--- src/rtl/char_dispatch.sv ---
// Character FIFO that broadcasts each head entry to NCH consumers and pops it once all have taken it.
// Optional build macro CHAR_DISPATCH_REPEAT_FILTER_EN drops strobes repeating the last accepted character.
module char_dispatch #(
  parameter int WIDTH = 8,
  parameter int DEPTH = 8,
  parameter int NCH   = 2
) (
  input  logic                     clk_100MHz,
  input  logic                     reset,
  input  logic [WIDTH-1:0]         char_in,
  input  logic                     char_stb,
  output logic [WIDTH-1:0]         ch_data,
  output logic [NCH-1:0]           ch_valid,
  input  logic [NCH-1:0]           ch_ready,
  output logic [$clog2(DEPTH):0]   count,
  output logic                     full,
  output logic                     overflow
);

  localparam int AW = $clog2(DEPTH);
  localparam int CW = AW + 1;

  logic [WIDTH-1:0] r_mem [DEPTH];
  logic [AW-1:0]    r_wptr;
  logic [AW-1:0]    r_rptr;
  logic [CW-1:0]    r_count;
  logic [NCH-1:0]   r_done;
  logic             r_overflow;

  logic             w_full;
  logic             w_nonempty;
  logic [NCH-1:0]   w_valid;
  logic [NCH-1:0]   w_hs;
  logic             w_pop;
  logic             w_filt;
  logic             w_push;
  logic             w_drop;

  assign w_full     = (r_count == CW'(DEPTH));
  assign w_nonempty = (r_count != '0);

  // Handshake: channel i transfers on an edge where ch_valid[i] && ch_ready[i];
  // valid never depends on ready, and a done channel stays quiet until the head pops.
  assign w_valid = {NCH{w_nonempty}} & ~r_done;
  assign w_hs    = w_valid & ch_ready;
  assign w_pop   = w_nonempty && (&(r_done | w_hs));

`ifdef CHAR_DISPATCH_REPEAT_FILTER_EN
  logic             r_last_valid;
  logic [WIDTH-1:0] r_last_char;

  assign w_filt = char_stb && r_last_valid && (char_in == r_last_char);

  always_ff @(posedge clk_100MHz or posedge reset) begin
    if (reset) begin
      r_last_valid <= 1'b0;
      r_last_char  <= '0;
    end else if (w_push) begin
      r_last_valid <= 1'b1;
      r_last_char  <= char_in;
    end
  end
`else
  assign w_filt = 1'b0;
`endif

  // A filtered strobe neither stores nor counts as an overflow drop.
  assign w_push = char_stb && !w_filt && !w_full;
  assign w_drop = char_stb && !w_filt && w_full;

  always_ff @(posedge clk_100MHz) begin
    if (w_push) begin
      r_mem[r_wptr] <= char_in;
    end
  end

  always_ff @(posedge clk_100MHz or posedge reset) begin
    if (reset) begin
      r_wptr     <= '0;
      r_rptr     <= '0;
      r_count    <= '0;
      r_done     <= '0;
      r_overflow <= 1'b0;
    end else begin
      if (w_push) begin
        r_wptr <= r_wptr + 1'b1;
      end
      if (w_pop) begin
        r_rptr <= r_rptr + 1'b1;
        r_done <= '0;
      end else begin
        r_done <= r_done | w_hs;
      end
      case ({w_push, w_pop})
        2'b10:   r_count <= r_count + 1'b1;
        2'b01:   r_count <= r_count - 1'b1;
        default: r_count <= r_count;
      endcase
      if (w_drop) begin
        r_overflow <= 1'b1;
      end
    end
  end

  // Empty FIFO presents zero rather than stale memory contents.
  assign ch_data  = w_nonempty ? r_mem[r_rptr] : '0;
  assign ch_valid = w_valid;
  assign count    = r_count;
  assign full     = w_full;
  assign overflow = r_overflow;

endmodule
--- config.mk ---
export PLATFORM = sky130hd
export DESIGN_NAME = char_dispatch
export DESIGN_NICKNAME = d
export VERILOG_FILES = /design/src/rtl/char_dispatch.sv
export SDC_FILE = /design/constraint.sdc
export NUM_CORES = 1
export LEC_CHECK = 0
export CAP_MARGIN = 30
export CORE_ASPECT_RATIO = 1.1
export CORE_MARGIN = 2
export CORE_UTILIZATION = 51
export CTS_CLUSTER_SIZE = 8
export DETAILED_ROUTE_END_ITERATION = 8
export PLACE_DENSITY = 0.75
export SLEW_MARGIN = 40
export SYNTH_ARGS = -nofsm -noshare
export SYNTH_HDL_FRONTEND = slang
export SYNTH_SLANG_ARGS = --single-unit
export TNS_END_PERCENT = 5
--- constraint.sdc ---
create_clock -name clk_100MHz -period 2.39 [get_ports clk_100MHz]
set_input_delay 0.239 -clock clk_100MHz [delete_from_list [all_inputs] [get_ports clk_100MHz]]
set_output_delay 0.239 -clock clk_100MHz [all_outputs]
set_load 0.03 [all_outputs]
## Word level (Yosys, flattened, before mapping)

Memories as Yosys holds them, arrays and structs flattened.
Index checks and enable logic that the tools add are counted.

- Register bits: 13
- Bits in writable memories: 64
- Input port bits: 13
- Output and inout bits: 16
- Logic and storage cells: 29
- Memories kept: 1

Memories:

| memory | depth | width | read ports | clocked after Yosys merged registers in | wr ports | line | text |
|---|---|---|---|---|---|---|---|
| r_mem | 8 | 8 | 1 | 0 | 1 | 23 | `logic [WIDTH-1:0] r_mem [DEPTH];` |

- Add/sub/neg operators: 4
- Equal/unequal tests: 3
- Mux-type cells: 5
- Bitwise logic cells: 4
- Reduce and logical (&&, ||, !) cells: 7

Operators with widths:

| kind | number |
|---|---|
| two-way mux 8 bit | 1 |
| case mux 4 bit (2 select lines) | 1 |
| adder 3 x 1 -> 3 bit (second input constant) | 2 |
| adder 4 x 1 -> 4 bit (second input constant) | 1 |
| AND 2 bit | 2 |
| == test 4 bit (second input constant) | 1 |
| nonzero test 4 bit | 1 |
| subtractor 4 x 1 -> 4 bit (second input constant) | 1 |
| logical AND 1 bit | 3 |
| == test 2 x 1 -> 1 bit (second input constant) | 1 |
| == test 2 bit (second input constant) | 1 |
| two-way mux 1 bit | 2 |
| two-way mux 2 bit | 1 |
| inverter 2 bit | 1 |
| bitwise OR 2 bit | 1 |
| AND reduction 2 bit | 1 |
| nonzero test 2 bit | 1 |
| logical NOT 1 bit | 1 |

## Depth between registers and ports, before layout

Gate-level depths: netlist of the first run.

- Depth in word-level cells: 8
- Gate-level depth with buffers: 9
- Mapped depth without buffers: 8

## Worst setup path before layout of the first run

No wires, ideal clock.

- Path type: reg2reg
- Start: register r_count[1] (netlist: count[1])
- End: register r_count[3] (netlist: count[3])
- Setup time: 143 ps
- Data arrival time: 2485 ps
- Required time: 2247 ps
- Setup slack: -238 ps
- Stages on the path, launching flop included: 8
- Path buffers: 1
- Clock period less this slack: 2628 ps
- Cells stage by stage: dfrtp_1 buf_6 or4b_1 nand2_2 ha_1 or3b_1 a2111oi_0 o221ai_1

- Word-level cells in the longest chain between the ends: 8
- Elaborated cells between the ends (all ways): 15
- Those cells by class: add/sub (2); eq/ne (3); mux (1); bitwise (3); reduce/logical (6)

Ends and longest elaborated chain:

| item | line | text |
|---|---|---|
| start: declaration | 26 | `logic [CW-1:0] r_count;` |
| start signal: assignment | 95 | `2'b10: r_count <= r_count + 1'b1;` |
| start signal: assignment | 96 | `2'b01: r_count <= r_count - 1'b1;` |
| start signal: assignment | 97 | `default: r_count <= r_count;` |
| nonzero test 4 bit | 40 | `assign w_nonempty = (r_count != '0);` |
| AND 2 bit | 44 | `assign w_valid = {NCH{w_nonempty}} & ~r_done;` |
| AND 2 bit | 45 | `assign w_hs = w_valid & ch_ready;` |
| bitwise OR 2 bit | 46 | `assign w_pop = w_nonempty && (&(r_done \| w_hs));` |
| AND reduction 2 bit | 46 |  |
| logical AND 1 bit | 46 |  |
| == test 2 x 1 -> 1 bit or == test 2 bit (tied branches) | 94 | `case ({w_push, w_pop})` |
| case mux 4 bit (2 select lines) or nonzero test 2 bit (tied branches) | n/a |  |

Several ways; a longest one is shown, not always the timed one.
A chain may end at the register's enable or synchronous reset.

## Final worst setup path of the first run

- Start: register r_count[1] (netlist: count[1])
- End: output port ch_data[7]

- Word-level cells in the longest chain between the ends: 2

Ends and longest elaborated chain:

| item | line | text |
|---|---|---|
| nonzero test 4 bit | 40 |  |
| two-way mux 8 bit | 106 | `assign ch_data = w_nonempty ? r_mem[r_rptr] : '0;` |
| end: declaration | 12 | `output logic [WIDTH-1:0] ch_data,` |

No other way between the ends.

==> results of run 1 <==
==> power by group <==
part	switching (W)	internal, W	leakage [nW]	total (W)
Clock	0.000430	0.000577	0.105	0.00101
Sequential	0.000182	0.00175	0.732	0.00193
Combinational	0.00121	0.00111	0.567	0.00232
Total	0.00182	0.00343	1.40	0.00525
==> final cells by class <==
cell class,instances,area [µm²]
clock buffers,10,128
repair buffers,50,467
multi-input cells,85,925
flip-flops and latches,77,2250
clock inverters,6,77.6
well taps,80,100
fillers,423,2160
inverters,4,15.0
==> per-layer routing <==
metal,global-route usage [%],routed length [µm],up-vias
met5,0,0,-
met4,7.84,75,0
met3,6.02,293,8
met2,34.6,3410,51
met1,22.9,2400,916
li1,-,-,800
==> through the flow <==
| stage | cell area, µm² | instances |
|---|---|---|
| final | 3960 | 312 |
| after global routing | 3960 | 312 |
| after CTS | 3950 | 310 |
| after floorplan | 3260 | 174 |
| after detailed placement | 3730 | 293 |
| after global placement | 3730 | 293 |
==> critical path: stages (launching register included) <==
cell and delay [ns]:
dfrtp_2 0.47, or4_4 0.55, and2_4 0.23, a22o_1 0.22, clkdlybuf4s15_2 0.28
==> placed cells by master, fill, tap and decap left out, types with 3 or more instances in the layout <==
cell,n
edfxtp_1,64
buf_4,21
clkdlybuf4s50_1,19
nor2_1,16
mux4_2,16
dfrtp_1,10
clkbuf_8,9
a22o_1,8
clkdlybuf4s15_2,8
xnor2_1,4
inv_1,4
a21oi_1,3
xor2_1,3
ha_1,3
dfrtp_2,3
==> sequential cells by signal (all words and copies together), names as in the netlist <==
register and count:
r_done 2, count 4, r_mem 64, r_wptr 3
r_rptr 3, overflow 1
==> path summary, 6_finish.rpt <==
path | startpoint | endpoint
min in group clk_100MHz | overflow | overflow
max in group asynchronous | reset | count[2]
worst min-delay path | reset | r_wptr[2]
worst max register to register | count[2] | count[3]
worst max-delay path | count[1] | ch_data[7]
worst min register to register | overflow | overflow
==> kinds of logic (layout without fill, tap and decap cells) <==
| group | count (synthesis) | count (layout) | synth area share [%] |
|---|---|---|---|
| DFF | 77 | 77 | 70.3 |
| and+or+nand+nor | 36 | 36 | 6.89 |
| muxes | 20 | 20 | 12.6 |
| AOI/OAI and AO/OA | 17 | 17 | 4.19 |
| buffers and inverters | 12 | 70 | 2.11 |
| xor gates and xnor gates | 7 | 7 | 1.92 |
| adders and majority gates | 5 | 5 | 1.96 |
==> what timing repair did <==
action | CTS | global route
resized for setup | 25 | 0
buffers inserted | 1 | 2
pin swaps | 0 | 1
setup endpoints to repair | 9 | 1
==> flow_summary.toml, run 1 <==
[clock_tree]
htree_levels = 3
numCtsBuffers = 9
cts_max_path_buffers = 2
cts_tree = "yes"
cts_hold_buf = 0
clock_sinks = 77
clk_pin_slew_ns = 0.07
root_buffer = "clkbuf_8"
clk_latency_ns = 0.34

[floorplanning]
die-area_um2 = 6920
die_x_um = 79.5
initial_core_util_pct = 52.2
die_h_um = 87.0
rows = 30
core_area_um2 = 6120
boundaryPins = 29

[yosys]
syn_nets = 192
yosysUniqueCellTypes = 38
synth_area_um2 = 3200
synth.most_common_cell = "edfxtp_1"
synth_top_cell_by_area = "edfxtp_1"
synth.avg_cell_area_um2 = 18.4
synth_cells = 174
synthFlopType = "edfxtp_1"
synth_top_area_share_pct = 60.1
synth_edf_count = 64
synthTopCellsByCount = "edfxtp_1 (64), mux4_2 (16), nor2_1 (16)"
ys_ff_latch = 77
ys_seq_area_share_pct = 70.3
ys_top_cells_by_area = "edfxtp_1 (60%), mux4_2 (11%), dfrtp_1 (10%)"
ys_warn_count = 0
ys_async_sr_fraction_pct = 16.9

[timing]
drv_slew = 0
hold_ws_ns = 0.231
finalSetupViolCount = 0
post-route-min-period_ns = 2.32
skew_ns = 0.00608
fin_crit_sh_pct = 97.3
worst_pin_slew_ns = 0.526
relSlewSlack_pct = 64.9
hold_viol = 0
rsz0062_at_grt = "false"
fmax_mhz = 430
setup_slack_ns = 0.0655
setup_tns_ns = 0

[critical_path]
cp-end-kind = "output port"
worst_ep_required_time_ns = 2.15
worstSetupPathType = "flip-flop to output port"
crit_fanout = 8
cp.arrival_ns = 2.09
ff2ff_path_depth = 6
reg2reg_slack_ns = 0.10
crit_path_start_kind = "flip-flop"

[cells_and_area]
synthToLayoutAreaGrowth_pct = 24.0
antennaDiodeCount = 0
fin_nets = 245
drive_above_1_share_pct = 31.5
fin_util_pct = 64.8

[routing]
dr.pass1.iters = 4
drt_iter0_drc = 107
viasPerCell = 5.69
drcViolationCount = 0
ant_nets = 0
routed_wl_um = 6180
wl_per_cell_um = 19.8
dr_total_vias = 1775

[pwr]
p_total_w = 0.00525
cellPowerDensity_nw_per_um2 = 1330
leakage_nw = 1.40
ir_worst_vdd_mv = 0.791

[global_routing]
grt_usage_pct = 19.8
grt_overflow_total = 0
antenna_found_initial = 0
grt_pass1_vias = 1848
grt_max_degree = 19
grt_first_pass_wirelength_um = 9590

[placed_design]
gp_congestion = 0.831
dp_slack_ns = 0.0858
io_buffer_count = 28
dp_hpwl_um = 4200

[job]
cap_violations = 0

[worst_hold_path]
hp-class = "input port to asynchronous set/reset pin"

[outcome]
status = "finished clean"
No activity file was read; power rests on OpenSTA's default activity.
==> inputs of run 2 (changes only) <==
--- a/config.mk
+++ b/config.mk
@@ -9,6 +9,7 @@
 export CORE_ASPECT_RATIO = 1.1
 export CORE_MARGIN = 2
 export CORE_UTILIZATION = 51
+export CTS_BUF_LIST = sky130_fd_sc_hd__clkbuf_4 sky130_fd_sc_hd__clkbuf_8 sky130_fd_sc_hd__clkbuf_16
 export CTS_CLUSTER_SIZE = 8
 export DETAILED_ROUTE_END_ITERATION = 8
 export PLACE_DENSITY = 0.75
==> constraint.sdc (replaced) <==
create_clock -name clk_100MHz -period 2.39 [get_ports clk_100MHz]
set_input_delay 0.3585 -clock clk_100MHz [delete_from_list [all_inputs] [get_ports clk_100MHz]]
set_output_delay 0.3585 -clock clk_100MHz [all_outputs]
set_load 0.03 [all_outputs]
==> flow_summary.toml, run 2 (same netlist as run 1, synthesis figures left out) <==
[outcome]
status = "finished with violations"
violations = "negative setup slack"

[critical_path]
slowest_delay_ns = 0.54
cp_top_family = "simple AND/OR/NAND/NOR gates"
crit_fanout = 8
worstSetupPathType = "flip-flop to output port"
cp-end-kind = "output port"
path_buf_inv = 1
cp_cell_sequence = "or4_4, and2_4, a22o_1, clkdlybuf4s15_2"
cp.arrival_ns = 2.03
cp_slowest_cell = "or4_4"
worst_ep_required_time_ns = 2.03
crit_path_start_kind = "flip-flop"

[floorplanning]
die_h_um = 87.0
rows = 30
die-area_um2 = 6920
boundaryPins = 29
die_x_um = 79.5
core_area_um2 = 6120
initial_core_util_pct = 52.2

[global_routing]
grt_first_pass_wirelength_um = 9320
grt_usage_pct = 18.9
grt_max_degree = 19
antenna_found_initial = 0
grt_pass1_vias = 1858
grt_overflow_total = 0

[clock_tree]
clock_sinks = 77
cts_max_path_buffers = 2
root_buffer = "clkbuf_8"
post_cts_buffers = 0
cts_tree = "yes"
clk_latency_ns = 0.34
cts_hold_buf = 0
ctsResizeCount = 25
clk_pin_slew_ns = 0.07
numCtsBuffers = 9
htree_levels = 3

[cells_and_area]
final_common_cell = "edfxtp_1"
antennaDiodeCount = 0
multiInputGateArea_um2 = 928
largest_reg_flops = 64
final_cell_area_um2 = 3930
n_fill_cell = 411
fin_nets = 242
mostFrequentLayoutCells = "edfxtp_1 (64), clkdlybuf4s50_1 (19), buf_4 (18)"
drive_above_1_share_pct = 32.8
synthToLayoutAreaGrowth_pct = 22.8
top_register = "r_mem"
fin_util_pct = 64.2
regArea_um2 = 2250

[routing]
dr.pass1.iters = 4
viasPerCell = 5.62
ant_nets = 0
dr_total_vias = 1737
drt_iter0_drc = 122
routed_wl_um = 5920
wl_per_cell_um = 19.2
drcViolationCount = 0

[pwr]
ir_worst_vdd_mv = 0.728
leakage_nw = 1.39
p_total_w = 0.00510
cellPowerDensity_nw_per_um2 = 1300

[timing]
drv_slew = 0
relSlewSlack_pct = 66.5
fin_crit_sh_pct = 100
post-route-min-period_ns = 2.39
finalSetupViolCount = 1
hold_viol = 0
skew_ns = 0.00749
worst_pin_slew_ns = 0.502
fmax_mhz = 418
setup_slack_ns = -0.00273
rsz0062_at_grt = "true"

[worst_hold_path]
hp-class = "input port to asynchronous set/reset pin"

[placed_design]
place_area_um2 = 3730
io_buffer_count = 28
dp_hpwl_um = 4110
gp_congestion = 0.885

[job]
cap_violations = 0
==> run 2: cell type report <==
cell class	instances	share of cell area (%)
well taps	80	2.55
flip-flops and latches	77	57.4
multi-input cells	85	23.7
clock inverters	3	0.478
repair buffers	47	11.2
clock buffers	13	4.40
inverters	4	0.383
==> run 2: per-layer routing <==
metal	vias up	routed length (µm)	track usage (%)	part of all wire [%]
li1	795	-	-	-
met4	0	143	10.5	2.4
met3	13	204	3.53	3.4
met5	-	0	0	0
met1	881	2370	22.3	40
met2	48	3200	32.5	54
==> run 2: where the power goes <==
| part | switching (W) | internal (W) | leakage [nW] |
|---|---|---|---|
| clock | 0.000424 | 0.000472 | 0.103 |
| sequential | 0.000183 | 0.00175 | 0.731 |
| combinational | 0.00119 | 0.00108 | 0.552 |
==> run 2: per-stage QoR <==
stage / setup slack, ns / setup TNS, ns / hold WS [ns] / std cells
floorplan: 0.0132 / 0 / 0.235 / 174
global placement: 0.0386 / 0 / 0.441 / 293
detailed placement: -0.0353 / -0.0353 / 0.447 / 293
CTS: -0.0472 / -0.134 / 0.374 / 309
global route: -0.0557 / -0.370 / 0.404 / 309
finish: -0.00273 / -0.00273 / 0.363 / 309
==> run 2: worst paths after layout <==
kind,slack (ns),from,to,cells after the start
max,-0.003,count[0],ch_data[0],4
min,0.36,reset,r_wptr[0],2
max in group asynchronous,1.66,reset,count[3],2
max reg2reg,0.04,count[0],count[3],6
min in group clk_100MHz,0.46,overflow,overflow,1
min reg2reg,0.46,overflow,overflow,1
